[src/rtl/gpio_led_pkg.sv]
// Register map and shared helpers for the memory-mapped GPIO/LED peripheral.
package gpio_led_pkg;

  localparam int unsigned GpioWindowBytes = 64;

  localparam logic [5:0] GPIO_OUT_OFFSET       = 6'h00;
  localparam logic [5:0] GPIO_OUT_SET_OFFSET   = 6'h04;
  localparam logic [5:0] GPIO_OUT_CLR_OFFSET   = 6'h08;
  localparam logic [5:0] GPIO_OUT_TGL_OFFSET   = 6'h0C;
  localparam logic [5:0] GPIO_BLINK_EN_OFFSET  = 6'h10;
  localparam logic [5:0] GPIO_BLINK_DIV_OFFSET = 6'h14;
  localparam logic [5:0] GPIO_IN_OFFSET        = 6'h18;
  localparam logic [5:0] GPIO_EDGE_OFFSET      = 6'h1C;
  localparam logic [5:0] GPIO_IRQ_EN_OFFSET    = 6'h20;

  // Word index within the window, i.e. offset >> 2.
  typedef enum logic [3:0] {
    REG_OUT       = 4'd0,
    REG_OUT_SET   = 4'd1,
    REG_OUT_CLR   = 4'd2,
    REG_OUT_TGL   = 4'd3,
    REG_BLINK_EN  = 4'd4,
    REG_BLINK_DIV = 4'd5,
    REG_IN        = 4'd6,
    REG_EDGE      = 4'd7,
    REG_IRQ_EN    = 4'd8
  } gpio_reg_e;

  function automatic logic [31:0] be_to_mask(input logic [3:0] be);
    return {{8{be[3]}}, {8{be[2]}}, {8{be[1]}}, {8{be[0]}}};
  endfunction

endpackage

[src/rtl/gpio_blink_gen.sv]
// Blink phase generator: phase toggles every div_i cycles; div_i=0 or restart_i holds it at 0.
module gpio_blink_gen #(
  parameter int unsigned DivWidth = 24
) (
  input  logic                clk_i,
  input  logic                rst_ni,
  input  logic [DivWidth-1:0] div_i,
  input  logic                restart_i,
  output logic                phase_o
);

  logic [DivWidth-1:0] cnt_q;

  always_ff @(posedge clk_i or negedge rst_ni) begin
    if (!rst_ni) begin
      cnt_q   <= '0;
      phase_o <= 1'b0;
    end else if (restart_i || (div_i == '0)) begin
      cnt_q   <= '0;
      phase_o <= 1'b0;
    end else if (cnt_q == div_i - DivWidth'(1)) begin
      cnt_q   <= '0;
      phase_o <= ~phase_o;
    end else begin
      cnt_q <= cnt_q + DivWidth'(1);
    end
  end

endmodule

[src/rtl/gpio_led_periph.sv]
// GPIO/LED slave on the Ibex data bus: set/clr/toggle outputs, hardware blink,
// synchronised inputs with latched rising edges and a level interrupt.
module gpio_led_periph
  import gpio_led_pkg::*;
#(
  parameter int unsigned NumOut     = 8,
  parameter int unsigned NumIn      = 8,
  parameter int unsigned DivWidth   = 24,
  parameter int unsigned SyncStages = 2
) (
  input  logic              clk_i,
  input  logic              rst_ni,
  input  logic              req_i,
  input  logic              we_i,
  input  logic [3:0]        be_i,
  input  logic [31:0]       addr_i,
  input  logic [31:0]       wdata_i,
  output logic              gnt_o,
  output logic              rvalid_o,
  output logic [31:0]       rdata_o,
  output logic              err_o,
  input  logic [NumIn-1:0]  gpio_i,
  output logic [NumOut-1:0] gpio_o,
  output logic              irq_o
);

  logic [3:0]          idx;
  logic                acc_err, wr;
  logic [31:0]         bmask, wbits, rd_val;
  logic [NumOut-1:0]   out_q, blink_en_q, out_wm, out_wb;
  logic [DivWidth-1:0] div_q, div_wm, div_wb;
  logic [NumIn-1:0]    edge_q, irq_en_q, in_wm, in_wb, edge_clr;
  logic [NumIn-1:0]    in_sync, in_sync_q, edge_det;
  logic [SyncStages-1:0][NumIn-1:0] sync_q;
  logic                phase;
  logic                unused_bits;

  assign idx     = addr_i[5:2];
  assign gnt_o   = req_i;
  assign acc_err = (addr_i[1:0] != 2'b00) || (idx > REG_IRQ_EN) || (we_i && (idx == REG_IN));
  assign wr      = req_i && we_i && !acc_err;

  assign bmask  = be_to_mask(be_i);
  assign wbits  = wdata_i & bmask;
  assign out_wm = bmask[NumOut-1:0];
  assign out_wb = wbits[NumOut-1:0];
  assign div_wm = bmask[DivWidth-1:0];
  assign div_wb = wbits[DivWidth-1:0];
  assign in_wm  = bmask[NumIn-1:0];
  assign in_wb  = wbits[NumIn-1:0];
  assign unused_bits = ^{addr_i[31:6], bmask, wbits};

  // Shift register synchroniser; the newest sample enters at index 0.
  always_ff @(posedge clk_i or negedge rst_ni) begin
    if (!rst_ni) sync_q <= '0;
    else         sync_q <= {sync_q[SyncStages-2:0], gpio_i};
  end

  assign in_sync  = sync_q[SyncStages-1];
  assign edge_det = in_sync & ~in_sync_q;
  // A new edge beats a simultaneous write-1-clear on the same bit.
  assign edge_clr = (wr && (idx == REG_EDGE)) ? in_wb : '0;

  gpio_blink_gen #(.DivWidth(DivWidth)) u_blink (
    .clk_i     (clk_i),
    .rst_ni    (rst_ni),
    .div_i     (div_q),
    .restart_i (wr && (idx == REG_BLINK_DIV) && (|be_i)),
    .phase_o   (phase)
  );

  always_comb begin
    rd_val = '0;
    case (idx)
      REG_OUT:       rd_val[NumOut-1:0]   = out_q;
      REG_BLINK_EN:  rd_val[NumOut-1:0]   = blink_en_q;
      REG_BLINK_DIV: rd_val[DivWidth-1:0] = div_q;
      REG_IN:        rd_val[NumIn-1:0]    = in_sync;
      REG_EDGE:      rd_val[NumIn-1:0]    = edge_q;
      REG_IRQ_EN:    rd_val[NumIn-1:0]    = irq_en_q;
      default:       rd_val = '0;
    endcase
  end

  always_ff @(posedge clk_i or negedge rst_ni) begin
    if (!rst_ni) begin
      out_q      <= '0;
      blink_en_q <= '0;
      div_q      <= '0;
      edge_q     <= '0;
      irq_en_q   <= '0;
      in_sync_q  <= '0;
      gpio_o     <= '0;
      irq_o      <= 1'b0;
      rvalid_o   <= 1'b0;
      rdata_o    <= '0;
      err_o      <= 1'b0;
    end else begin
      if (wr) begin
        case (idx)
          REG_OUT:       out_q      <= (out_q & ~out_wm) | out_wb;
          REG_OUT_SET:   out_q      <= out_q | out_wb;
          REG_OUT_CLR:   out_q      <= out_q & ~out_wb;
          REG_OUT_TGL:   out_q      <= out_q ^ out_wb;
          REG_BLINK_EN:  blink_en_q <= (blink_en_q & ~out_wm) | out_wb;
          REG_BLINK_DIV: div_q      <= (div_q & ~div_wm) | div_wb;
          REG_IRQ_EN:    irq_en_q   <= (irq_en_q & ~in_wm) | in_wb;
          default:       ;
        endcase
      end
      in_sync_q <= in_sync;
      edge_q    <= (edge_q & ~edge_clr) | edge_det;
      irq_o     <= |(edge_q & irq_en_q);
      gpio_o    <= out_q ^ (blink_en_q & {NumOut{phase}});
      rvalid_o  <= req_i;
      err_o     <= req_i && acc_err;
      rdata_o   <= (req_i && !we_i && !acc_err) ? rd_val : '0;
    end
  end

endmodule
[config.mk]
export PLATFORM = sky130hd
export DESIGN_NAME = gpio_led_periph
export DESIGN_NICKNAME = d
export VERILOG_FILES = /design/src/rtl/gpio_led_pkg.sv /design/src/rtl/gpio_blink_gen.sv /design/src/rtl/gpio_led_periph.sv
export SDC_FILE = /design/constraint.sdc
export NUM_CORES = 1
export LEC_CHECK = 0
export ABC_AREA = 1
export BUFFER_PORTS_ARGS = -buffer_cell sky130_fd_sc_hd__buf_2
export CAP_MARGIN = 25
export CELL_PAD_IN_SITES_DETAIL_PLACEMENT = 2
export CELL_PAD_IN_SITES_GLOBAL_PLACEMENT = 2
export CORE_ASPECT_RATIO = 0.8
export CORE_MARGIN = 10
export CORE_UTILIZATION = 33
export CTS_CLUSTER_DIAMETER = 120
export DETAILED_ROUTE_END_ITERATION = 12
export PLACE_DENSITY = 0.79
export SETUP_SLACK_MARGIN = 0.2
export SLEW_MARGIN = 20
export SYNTH_ARGS = -nofsm -noshare
export SYNTH_HDL_FRONTEND = slang
export SYNTH_SLANG_ARGS = --single-unit
[constraint.sdc]
create_clock -name clk_i -period 2.6 [get_ports clk_i]
set_input_delay 0.39 -clock clk_i [delete_from_list [all_inputs] [get_ports clk_i]]
set_output_delay 0.39 -clock clk_i [all_outputs]
set_load 0.02 [all_outputs]
==> impl_table.tex, run 1 <==
\begin{tabular}{lr}
\hline
Metric & Value \\
\hline
\multicolumn{2}{l}{\textbf{STA}} \\
\quad WHS & 0.0610 ns \\
\quad Final setup fails & 0 \\
\quad Final slew viol count & 0 \\
\quad Top achievable clock speed & 443 MHz \\
\quad Setup repair after global routing missed its margin & no \\
\quad Hold Violations, Final & 0 \\
\quad Skew final & roughly 0.0091 ns \\
\quad Worst-Margin Slew & between 0.9 and 1 ns \\
\quad Final critical-path required period & $\sim$2.3 ns \\
\quad Post-route fraction of the period consumed by the critical path & 0.867 \\
\quad Rel. slew slack & 0.399 \\
\quad Setup TNS Final & 0 ns \\
\multicolumn{2}{l}{\textbf{Route}} \\
\quad Starting DRC count in detailed routing & 356 \\
\quad Final wirelength & 25.0 mm \\
\quad Average wire per standard cell & 19.8 um \\
\quad Total vias in the final route & 6459 \\
\quad Remaining design rule violation count & 0 \\
\quad Number of detailed-routing iterations run before antenna repair & 4 \\
\quad Vias per inst & 5.12 \\
\quad Number of nets still failing antenna checks after routing & 0 \\
\multicolumn{2}{l}{\textbf{Setup path}} \\
\quad Reg2Reg Capture Point & u\_blink.phase\_o \\
\quad CP Max Fanout & 25 \\
\quad Element type at the critical path start & flip-flop \\
\quad Worst Setup End Kind & flip-flop \\
\quad Internal reg-to-reg setup slack & 0.34 ns \\
\quad Logic depth of the worst register-to-register path & 12 \\
\quad Critical path class & flip-flop to flip-flop \\
\quad Data required time of the critical path & 2.92 ns \\
\quad Worst EP arrival & 2.57 ns \\
\multicolumn{2}{l}{\textbf{Power and ir drop}} \\
\quad Power Density & 659 mW/mm\^{}2 \\
\quad Peak supply drop & 464 uV \\
\quad Post-layout total power & 5.68 mW \\
\quad Leakage & 4.14 nW \\
\multicolumn{2}{l}{\textbf{Yosys}} \\
\quad Mean cell area of the mapped netlist & 8.27 um\^{}2 \\
\quad Cell types with the largest area share after synthesis & dfrtp\_1 (49\%), nand2\_1 (9.3\%), nor2\_1 (5.9\%), inv\_1 (5.6\%), o21ai\_0 (4.4\%) \\
\quad Syn Inst Count & between 800 and 900 \\
\quad Number of enable flip-flop cells after synthesis & 0 \\
\quad Largest area contributor in the netlist & dfrtp\_1 \\
\quad Area of the mapped netlist & roughly 0.007 mm\^{}2 \\
\quad Sequential element share of the synthesized area & 0.486 \\
\quad Post-synthesis async set-or-reset flop share & 1.00 \\
\quad Post-synthesis cell type count & 45 \\
\quad Yosys top cell area share & 0.486 \\
\quad Yosys warning count & 0 \\
\quad Top cells by count, synth & nand2\_1 (179), dfrtp\_1 (140), nor2\_1 (114) \\
\quad Most instantiated library cell after synthesis & nand2\_1 \\
\quad Most used flip-flop cell after synthesis & dfrtp\_1 \\
\quad FF+latch count, synth & 140 \\
\multicolumn{2}{l}{\textbf{Cells and area}} \\
\quad Number of filler cells placed in the layout & 2449 \\
\quad Area growth from synthesis to layout & 19.5\% \\
\quad Count of inserted antenna diode cells & 0 \\
\quad Layout cells sized above 1 & 0.190 \\
\quad Core Util, Final & 0.401 \\
\quad Final instance count without filler cells & 1261 \\
\quad NumNets Final & 1063 \\
\quad Area of the multi-input gates & 0.00320 mm\^{}2 \\
\quad FF/Latch Area & 0.00351 mm\^{}2 \\
\multicolumn{2}{l}{\textbf{Min path}} \\
\quad Min-Delay Path Class & input port to flip-flop \\
\quad Instance count along the most critical hold path & 1 \\
\quad Origin of the worst min-delay path & gpio\_i[0] \\
\quad Hold path endpoint & sync\_q[0] \\
\multicolumn{2}{l}{\textbf{Die}} \\
\quad Horizontal die dimension & 185 um \\
\quad Vertical die dimension & 152 um \\
\quad Die area & roughly 0.028 mm\^{}2 \\
\quad Placement Rows & 48 \\
\quad Core outline area & 0.0215 mm\^{}2 \\
\quad Initial Util & 0.335 \\
\quad I/O pins & 124 \\
\multicolumn{2}{l}{\textbf{Global routing}} \\
\quad Antenna violations before repair & 0 \\
\quad Grt ovf & 0 \\
\quad Via count of the first global-routing pass & 7319 \\
\quad Global-route usage over all layers & 0.184 \\
\quad Global-route wire length before repair & 41.0 mm \\
\quad Pin count of the biggest net entering global routing & 64 \\
\multicolumn{2}{l}{\textbf{Placed design}} \\
\quad GPL Wtd Cong & just over 0.8 \\
\quad Cell count after placement & between 1k and 1.5k \\
\quad Estimated wirelength of the detail-placed design & 18.2 mm \\
\quad Number of port buffers & between 80 and 90 \\
\multicolumn{2}{l}{\textbf{Clocking}} \\
\quad Total number of clock tree sinks & 140 \\
\quad Cell at the root of the clock tree & clkbuf\_16 \\
\quad Number of buffers added by the clock tree synthesis step & 17 \\
\quad Number of H-tree levels & 4 \\
\quad Worst-case clock buffer depth & 2 \\
\quad CTS tree & done \\
\quad Clock slew at the register clock pins of the worst setup and hold paths & $\sim$0.060 ns \\
\quad Clock latency on the worst-skew pair & about 0.43 ns \\
\multicolumn{2}{l}{\textbf{Job}} \\
\quad Maximum capacitance violations & 0 \\
\multicolumn{2}{l}{\textbf{Outcome}} \\
\quad Run status & completed \\
\hline
\end{tabular}
## how the worst max path moves through the flow
stage | slack [ns] | cells after the start | start | end
after floorplan | 0.54 | 14 | flip-flop | u_blink.cnt_q[22]
after global placement | 0.30 | 11 | addr_i[2] | flip-flop
after detailed placement | 0.24 | 11 | addr_i[2] | flip-flop
after CTS | 0.22 | 13 | flip-flop | u_blink.phase_o
after global routing | 0.19 | 14 | flip-flop | u_blink.phase_o
final | 0.34 | 12 | flip-flop | u_blink.phase_o
## cells in the final DEF, fill, tap and decap left out, types with 9 or more instances in the layout
master       n
xor2_1      27
buf_2       80
nand4_1     14
ha_1         9
inv_1      106
xnor2_1     20
nor2_1     110
nand2_2     22
o21ai_0     63
dfrtp_1    138
clkbuf_16   17
nand3_1     34
buf_4       17
a21oi_1     25
nand2_1    179
nor3_1      19
## through the flow
| stage | area, um^2 | setup slack, ns |
|---|---|---|
| 2_1_floorplan | 7230 | 0.543 |
| 3_3_place_gp | 7990 | 0.305 |
| 3_5_place_dp | 7990 | 0.241 |
| 4_1_cts | 8540 | 0.222 |
| 5_1_grt | 8610 | 0.187 |
| 6_report | 8610 | 0.345 |
## worst max-delay path, stage by stage, from the launching register on
cell     delay, ns
dfrtp_1       0.49
nor2_2        0.17
nand2_1       0.14
nor2_4        0.15
buf_12        0.16
nand4_1       0.20
nand3_1       0.15
nand2_1       0.09
nor3_2        0.14
nand3_2       0.11
buf_12        0.19
nand3_1       0.08
nand2_1       0.07
## routing by layer
| metal | global-route usage | vias up | share of wire |
|---|---|---|---|
| met5 | 0 | - | 0 |
| met4 | 0.0522 | 0 | 0.015 |
| met3 | 0.0415 | 33 | 0.064 |
| met2 | 0.279 | 156 | 0.45 |
| met1 | 0.257 | 3282 | 0.47 |
| li1 | - | 2988 | - |
## area by class of cell
| type | instances | area share |
|---|---|---|
| Sequential cell | 140 | 0.407 |
| Inverter | 110 | 0.0479 |
| Clock inverter | 11 | 0.0100 |
| Clock buffer | 21 | 0.0523 |
| Timing Repair Buffer | 102 | 0.0708 |
| Multi-Input combinational cell | 602 | 0.372 |
| Tap cell | 275 | 0.0400 |
## timing repair
action | CTS | global route
endpoints found under the setup margin | 0 | 25
hold buffers | 1 | 0
resized for setup | 0 | 16
endpoints found under the hold margin | 61 | 0
setup buffers | 0 | 1
## power by group
group | switching, mW | leakage [nW] | internal (mW) | total (mW)
logic | 0.615 | 2.19 | 0.331 | 0.946
registers | 0.124 | 1.70 | 2.33 | 2.46
clock network | 1.02 | 0.247 | 1.25 | 2.28
total | 1.76 | 4.14 | 3.92 | 5.68
## cells by family (layout without fill, tap and decap cells)
family,after synthesis,count (layout),share of synthesized area
simple gates,416,416,0.261
flops,140,140,0.486
buf+inv,136,244,0.0802
compound gates,120,120,0.0957
xor+xnor,47,47,0.0571
fa+ha+maj,10,10,0.0174
other cells,1,8,0.000521
mux,1,1,0.00156
Power figures use the tool's default switching activity.
==> inputs of run 2 (changes only) <==
--- a/config.mk
+++ b/config.mk
@@ -15,6 +15,7 @@
 export CORE_UTILIZATION = 33
 export CTS_CLUSTER_DIAMETER = 120
 export DETAILED_ROUTE_END_ITERATION = 12
+export HOLD_SLACK_MARGIN = 0.12
 export PLACE_DENSITY = 0.79
 export SETUP_SLACK_MARGIN = 0.2
 export SLEW_MARGIN = 20
==> run 2 against run 1 <==
  * Critical path depth increased by 2
  * Worst setup slack got worse by 0.016 ns
  * Count of clock-buffer cells in the layout stayed put
  * Combinational power grew 1%
  * Critical path type unchanged
==> impl_table.tex, run 2 (synthesis gave the netlist of run 1 again) <==
\begin{tabular}{lr}
\hline
Metric & Value \\
\hline
\multicolumn{2}{l}{\textbf{Outcome}} \\
\quad Run status & completed \\
\multicolumn{2}{l}{\textbf{STA}} \\
\quad Hold Violations, Final & 0 \\
\quad Setup repair after global routing missed its margin & no \\
\quad Setup TNS Final & 0 ns \\
\quad Final slew viol count & 0 \\
\quad Final critical-path required period & roughly 2.3 ns \\
\quad Post-route fraction of the period consumed by the critical path & 0.874 \\
\quad WHS & 0.136 ns \\
\quad Final setup fails & 0 \\
\quad Top achievable clock speed & roughly 440 MHz \\
\quad Rel. slew slack & 0.397 \\
\quad Worst-Margin Slew & 0.904 ns \\
\quad Skew final & 0.00830 ns \\
\multicolumn{2}{l}{\textbf{Die}} \\
\quad Die area & 0.0282 mm\^{}2 \\
\quad Vertical die dimension & 152 um \\
\quad Core outline area & 0.0215 mm\^{}2 \\
\quad Horizontal die dimension & 185 um \\
\quad Initial Util & 0.335 \\
\quad I/O pins & 124 \\
\quad Placement Rows & 48 \\
\multicolumn{2}{l}{\textbf{Min path}} \\
\quad Min-Delay Path Class & input port to flip-flop \\
\quad Hold path endpoint & rvalid\_o \\
\quad Origin of the worst min-delay path & req\_i \\
\quad Instance count along the most critical hold path & 1 \\
\multicolumn{2}{l}{\textbf{Cells and area}} \\
\quad Count of inserted antenna diode cells & 0 \\
\quad Leading cell type in the layout, fill and taps excluded & nand2\_1 \\
\quad Area growth from synthesis to layout & 20.6\% \\
\quad Final instance count without filler cells & 1269 \\
\quad Commonest non-fill, non-tap cells in the layout & nand2\_1 (179), dfrtp\_1 (138), nor2\_1 (110) \\
\quad Core Util, Final & 0.404 \\
\quad Layout cells sized above 1 & 0.188 \\
\quad NumNets Final & 1071 \\
\multicolumn{2}{l}{\textbf{Placed design}} \\
\quad Number of port buffers & roughly 80 \\
\quad Cell count after placement & 1227 \\
\quad Estimated wirelength of the detail-placed design & 18.2 mm \\
\quad GPL Wtd Cong & slightly above 0.8 \\
\multicolumn{2}{l}{\textbf{Global routing}} \\
\quad Global-route wire length before repair & roughly 40 mm \\
\quad Global-route usage over all layers & 0.185 \\
\quad Pin count of the biggest net entering global routing & 64 \\
\quad Grt ovf & 0 \\
\quad Via count of the first global-routing pass & $\sim$7.3k \\
\quad Antenna violations before repair & 0 \\
\multicolumn{2}{l}{\textbf{Clocking}} \\
\quad CTS tree & done \\
\quad Worst-case clock buffer depth & 2 \\
\quad Number of H-tree levels & 4 \\
\quad Total number of clock tree sinks & 140 \\
\quad Cell at the root of the clock tree & clkbuf\_16 \\
\quad Clock latency on the worst-skew pair & 0.43 ns \\
\quad Clock slew at the register clock pins of the worst setup and hold paths & about 0.06 ns \\
\quad Number of buffers added by the clock tree synthesis step & 17 \\
\multicolumn{2}{l}{\textbf{Setup path}} \\
\quad Worst Setup End Kind & flip-flop \\
\quad CP Max Fanout & 25 \\
\quad Logic depth of the worst register-to-register path & 14 \\
\quad Data required time of the critical path & 2.92 ns \\
\quad Worst EP arrival & 2.59 ns \\
\quad Element type at the critical path start & flip-flop \\
\quad Internal reg-to-reg setup slack & $\sim$0.33 ns \\
\quad Reg2Reg Capture Point & u\_blink.phase\_o \\
\quad Critical path class & flip-flop to flip-flop \\
\multicolumn{2}{l}{\textbf{Power and ir drop}} \\
\quad Power Density & between 600 and 700 mW/mm\^{}2 \\
\quad Leakage & about 4.2 nW \\
\quad Post-layout total power & 5.69 mW \\
\quad Peak supply drop & about 460 uV \\
\multicolumn{2}{l}{\textbf{Route}} \\
\quad Average wire per standard cell & 19.8 um \\
\quad Number of nets still failing antenna checks after routing & 0 \\
\quad Vias per inst & roughly 5.1 \\
\quad Starting DRC count in detailed routing & about 370 \\
\quad Remaining design rule violation count & 0 \\
\quad Total vias in the final route & 6490 \\
\quad Number of detailed-routing iterations run before antenna repair & 5 \\
\quad Final wirelength & 25.1 mm \\
\multicolumn{2}{l}{\textbf{Job}} \\
\quad Maximum capacitance violations & 0 \\
\hline
\end{tabular}
## run 2: cell count changes in the layout (fill, tap and decap cells not counted), sizes merged
cell | previous run | this run
dlygate4sd3 | 1 | 9
## run 2: worst max path at each step
stage	to
3_3_place_gp	flip-flop
5_1_grt	u_blink.phase_o
6_report	u_blink.phase_o
3_5_place_dp	flip-flop
2_1_floorplan	u_blink.cnt_q[22]
4_1_cts	u_blink.phase_o
## run 2: critical path: stages, from the launching register on
cell	delay, ns
dfrtp_1	0.49
nor2_2	0.17
nand2_1	0.14
nor2_4	0.15
buf_12	0.15
nand3_1	0.08
nand2_1	0.16
nand2_1	0.07
nand2_1	0.06
nand2_1	0.08
nor3_2	0.14
nand3_2	0.11
buf_12	0.19
nand3_1	0.08
nand2_1	0.07
## run 2: report_power, final
part | total [mW] | internal (mW) | switching, mW
clock | 2.28 | 1.25 | 1.02
sequential | 2.46 | 2.33 | 0.125
combinational | 0.957 | 0.339 | 0.617
## run 2: stage by stage
stage | setup slack (ns) | cell area (um^2)
4_1_cts | 0.222 | 8620
6_report | 0.329 | 8690
2_1_floorplan | 0.543 | 7230
5_1_grt | 0.187 | 8690
3_5_place_dp | 0.241 | 7990
3_3_place_gp | 0.305 | 7990
## run 2: cell type report
cell class / count / area (um^2)
fillers: 2444 / 12800
flip-flops and latches: 140 / 3510
multi-input cells: 602 / 3200
repair buffers: 110 / 689
clock buffers: 21 / 450
inverters: 110 / 413
well taps: 275 / 344
clock inverters: 11 / 86.3
## run 2: per-layer routing
layer,up-vias,share of wire,GRT usage
li1,2998,-,-
met1,3306,0.48,0.259
met2,155,0.45,0.281
met3,31,0.054,0.0400
met4,0,0.015,0.0518
met5,-,0,0
## run 2: what timing repair did
action	in CTS	in global routing
resized for setup	0	16
endpoints found under the setup margin	0	25
endpoints found under the hold margin	69	0
buffers inserted	0	1
hold buffers	9	0
==> inputs of run 3 (changes only) <==
--- a/config.mk
+++ b/config.mk
@@ -17,6 +17,7 @@
 export DETAILED_ROUTE_END_ITERATION = 12
 export HOLD_SLACK_MARGIN = 0.12
 export PLACE_DENSITY = 0.79
+export REMOVE_ABC_BUFFERS = 1
 export SETUP_SLACK_MARGIN = 0.2
 export SLEW_MARGIN = 20
 export SYNTH_ARGS = -nofsm -noshare
==> run 3 against run 2 <==
  * First-iteration DRC count down 3.0%
  * Utilization is 0.49 points higher
  * Sequential cell count stayed put
  * Sequential share of layout area down 0.47 points
  * Count of clock-buffer cells in the layout fell by 2
  * Critical path depth stayed put
  * Critical endpoint unchanged
  * Largest power group is now the clock network
  * Highest routed layer unchanged
==> impl_table.tex, run 3 (synthesis gave the netlist of run 1 again) <==
\begin{tabular}{lr}
\hline
Metric & Value \\
\hline
\multicolumn{2}{l}{\textbf{Outcome}} \\
\quad Run status & completed \\
\multicolumn{2}{l}{\textbf{Setup path}} \\
\quad CP Max Fanout & 25 \\
\quad Slowest cell on crit path & dfrtp\_2 \\
\quad Combined buffer and inverter count along the critical path & 2 \\
\quad Data required time of the critical path & 2.92 ns \\
\quad Largest stage delay, worst path & 0.48 ns \\
\quad Element type at the critical path start & flip-flop \\
\quad Worst Setup End Kind & flip-flop \\
\quad Critical path class & flip-flop to flip-flop \\
\quad Logic depth of the worst setup path including buffers & 14 \\
\quad Cell-by-cell listing of the critical path & nor2\_4 -> nand2\_1 -> nor2\_4 -> buf\_12 -> nand2\_1 -> nand3\_1 -> nand2\_1 -> nor2\_1 -> nand3\_1 -> nor2\_2 -> nand3\_2 -> buf\_12 -> nand3\_1 -> nand2\_1 \\
\quad Worst EP arrival & between 2 and 3 ns \\
\quad Crit-path leading delay family & simple AND/OR/NAND/NOR gates \\
\quad Most frequent cell on the critical path & nand2\_1 \\
\quad Logic depth of the worst register-to-register path & 14 \\
\multicolumn{2}{l}{\textbf{Route}} \\
\quad Total vias in the final route & 6461 \\
\quad Remaining design rule violation count & 0 \\
\quad Number of nets still failing antenna checks after routing & 0 \\
\quad Number of detailed-routing iterations run before antenna repair & 4 \\
\quad Starting DRC count in detailed routing & 355 \\
\quad Average wire per standard cell & 20.1 um \\
\quad Vias per inst & 5.08 \\
\quad Final wirelength & 25.5 mm \\
\multicolumn{2}{l}{\textbf{STA}} \\
\quad Setup repair after global routing missed its margin & no \\
\quad Final worst-path setup slack & 0.379 ns \\
\quad Worst-Margin Slew & roughly 0.97 ns \\
\quad Rel. slew slack & 0.350 \\
\quad Skew final & 0.0115 ns \\
\quad Final setup fails & 0 \\
\quad Top achievable clock speed & 450 MHz \\
\quad Setup TNS Final & 0 ns \\
\quad Hold Violations, Final & 0 \\
\quad Final critical-path required period & 2.22 ns \\
\quad Post-route fraction of the period consumed by the critical path & 0.854 \\
\quad Final slew viol count & 0 \\
\multicolumn{2}{l}{\textbf{Global routing}} \\
\quad GR met3 Demand/Resource & 0.0355 \\
\quad Met1 Use GR & 0.248 \\
\quad Pin count of the biggest net entering global routing & 52 \\
\quad Grt ovf & 0 \\
\quad Global-route usage over all layers & 0.184 \\
\quad GR peak layer & met2 \\
\quad Via count of the first global-routing pass & roughly 7.3k \\
\quad Global-route wire length before repair & 40.9 mm \\
\quad Antenna violations before repair & 0 \\
\quad Routing usage on met2 & 0.296 \\
\multicolumn{2}{l}{\textbf{Clocking}} \\
\quad Number of H-tree levels & 4 \\
\quad Number of buffers added by the clock tree synthesis step & 17 \\
\quad Cell at the root of the clock tree & clkbuf\_16 \\
\quad Clock latency on the worst-skew pair & 0.43 ns \\
\quad Total number of clock tree sinks & 140 \\
\quad Worst-case clock buffer depth & 2 \\
\quad Clock slew at the register clock pins of the worst setup and hold paths & 0.06 ns \\
\quad CTS tree & done \\
\multicolumn{2}{l}{\textbf{Placed design}} \\
\quad Estimated wirelength of the detail-placed design & 18.2 mm \\
\quad Placed instance area & 0.00799 mm\^{}2 \\
\quad GPL Wtd Cong & approximately 0.79 \\
\quad Number of port buffers & 81 \\
\quad Post-Place Worst Slack & 0.138 ns \\
\multicolumn{2}{l}{\textbf{Power and ir drop}} \\
\quad Leakage & 4.24 nW \\
\quad Peak supply drop & between 300 and 400 uV \\
\quad Power Density & 679 mW/mm\^{}2 \\
\quad Post-layout total power & 5.97 mW \\
\multicolumn{2}{l}{\textbf{Min path}} \\
\quad Instance count along the most critical hold path & 1 \\
\quad Min-Delay Path Class & input port to flip-flop \\
\multicolumn{2}{l}{\textbf{Die}} \\
\quad Horizontal die dimension & roughly 190 um \\
\quad Vertical die dimension & 152 um \\
\quad Initial Util & 0.335 \\
\quad Die area & $\sim$0.028 mm\^{}2 \\
\quad I/O pins & 124 \\
\quad Core outline area & 0.0215 mm\^{}2 \\
\quad Placement Rows & 48 \\
\multicolumn{2}{l}{\textbf{Job}} \\
\quad Maximum capacitance violations & 0 \\
\multicolumn{2}{l}{\textbf{Cells and area}} \\
\quad Post-route cell area & 0.00880 mm\^{}2 \\
\quad Area growth from synthesis to layout & 22.1\% \\
\quad Leading cell type in the layout, fill and taps excluded & nand2\_1 \\
\quad Count of inserted antenna diode cells & 0 \\
\quad Commonest non-fill, non-tap cells in the layout & nand2\_1 (179), dfrtp\_1 (137), nor2\_1 (110) \\
\quad NumNets Final & about 1.1k \\
\quad Layout cells sized above 1 & 0.195 \\
\quad Number of filler cells placed in the layout & 2425 \\
\hline
\end{tabular}
-- run 3: power by group --
group	leakage [nW]	switching (mW)	internal, mW
Clock	0.286	1.05	1.49
Combinational	2.26	0.632	0.343
Sequential	1.70	0.126	2.33
-- run 3: final cells by class --
class / instances / area [um^2] / share of cell area
multi-input combinational: 602 / 3210 / 0.365
sequential: 140 / 3510 / 0.399
tap: 275 / 344 / 0.0391
timing repair buffer: 112 / 717 / 0.0815
clock inverter: 13 / 154 / 0.0175
clock buffer: 19 / 453 / 0.0515
inverter: 110 / 415 / 0.0472
-- run 3: metal layers --
metal	wire length, um	vias to the layer above
li1	-	3009
met1	12000	3317
met2	12000	119
met3	1270	16
met5	0	-
met4	251	0
-- run 3: worst paths after layout --
check,startpoint,end,slack [ns]
worst max-delay path,flip-flop,u_blink.phase_o,0.38
worst max register to register,flip-flop,u_blink.phase_o,0.38
worst min register to register,sync_q[4],in_sync[4],0.35
min in group asynchronous,rst_ni,sync_q[1],0.47
max in group asynchronous,rst_ni,rdata_o[20],1.43
worst min-delay path,req_i,rvalid_o,0.14
-- run 3: what timing repair did --
action                                  in CTS  in global routing
pin swaps                                    0                  3
buffers inserted                             0                  4
hold endpoints to repair                    56                  0
hold buffers                                 9                  0
endpoints found under the setup margin      25                 25
resized for setup                            2                 18
-- run 3: through the flow --
stage                     hold WS (ns)   util  instances
after detailed placement         0.338  0.372       1226
final                            0.135  0.409       1271
after floorplan                 0.0944      -        852
after global placement           0.335  0.372       1226
after CTS                        0.126  0.405       1267
after global routing             0.132  0.409       1271
-- run 3: worst register-to-register path, stage by stage (launching register included) --
cell	delay, ns
dfrtp_2	0.48
nor2_4	0.16
nand2_1	0.11
nor2_4	0.16
buf_12	0.15
nand2_1	0.06
nand3_1	0.09
nand2_1	0.05
nor2_1	0.10
nand3_1	0.14
nor2_2	0.18
nand3_2	0.11
buf_12	0.18
nand3_1	0.09
nand2_1	0.07
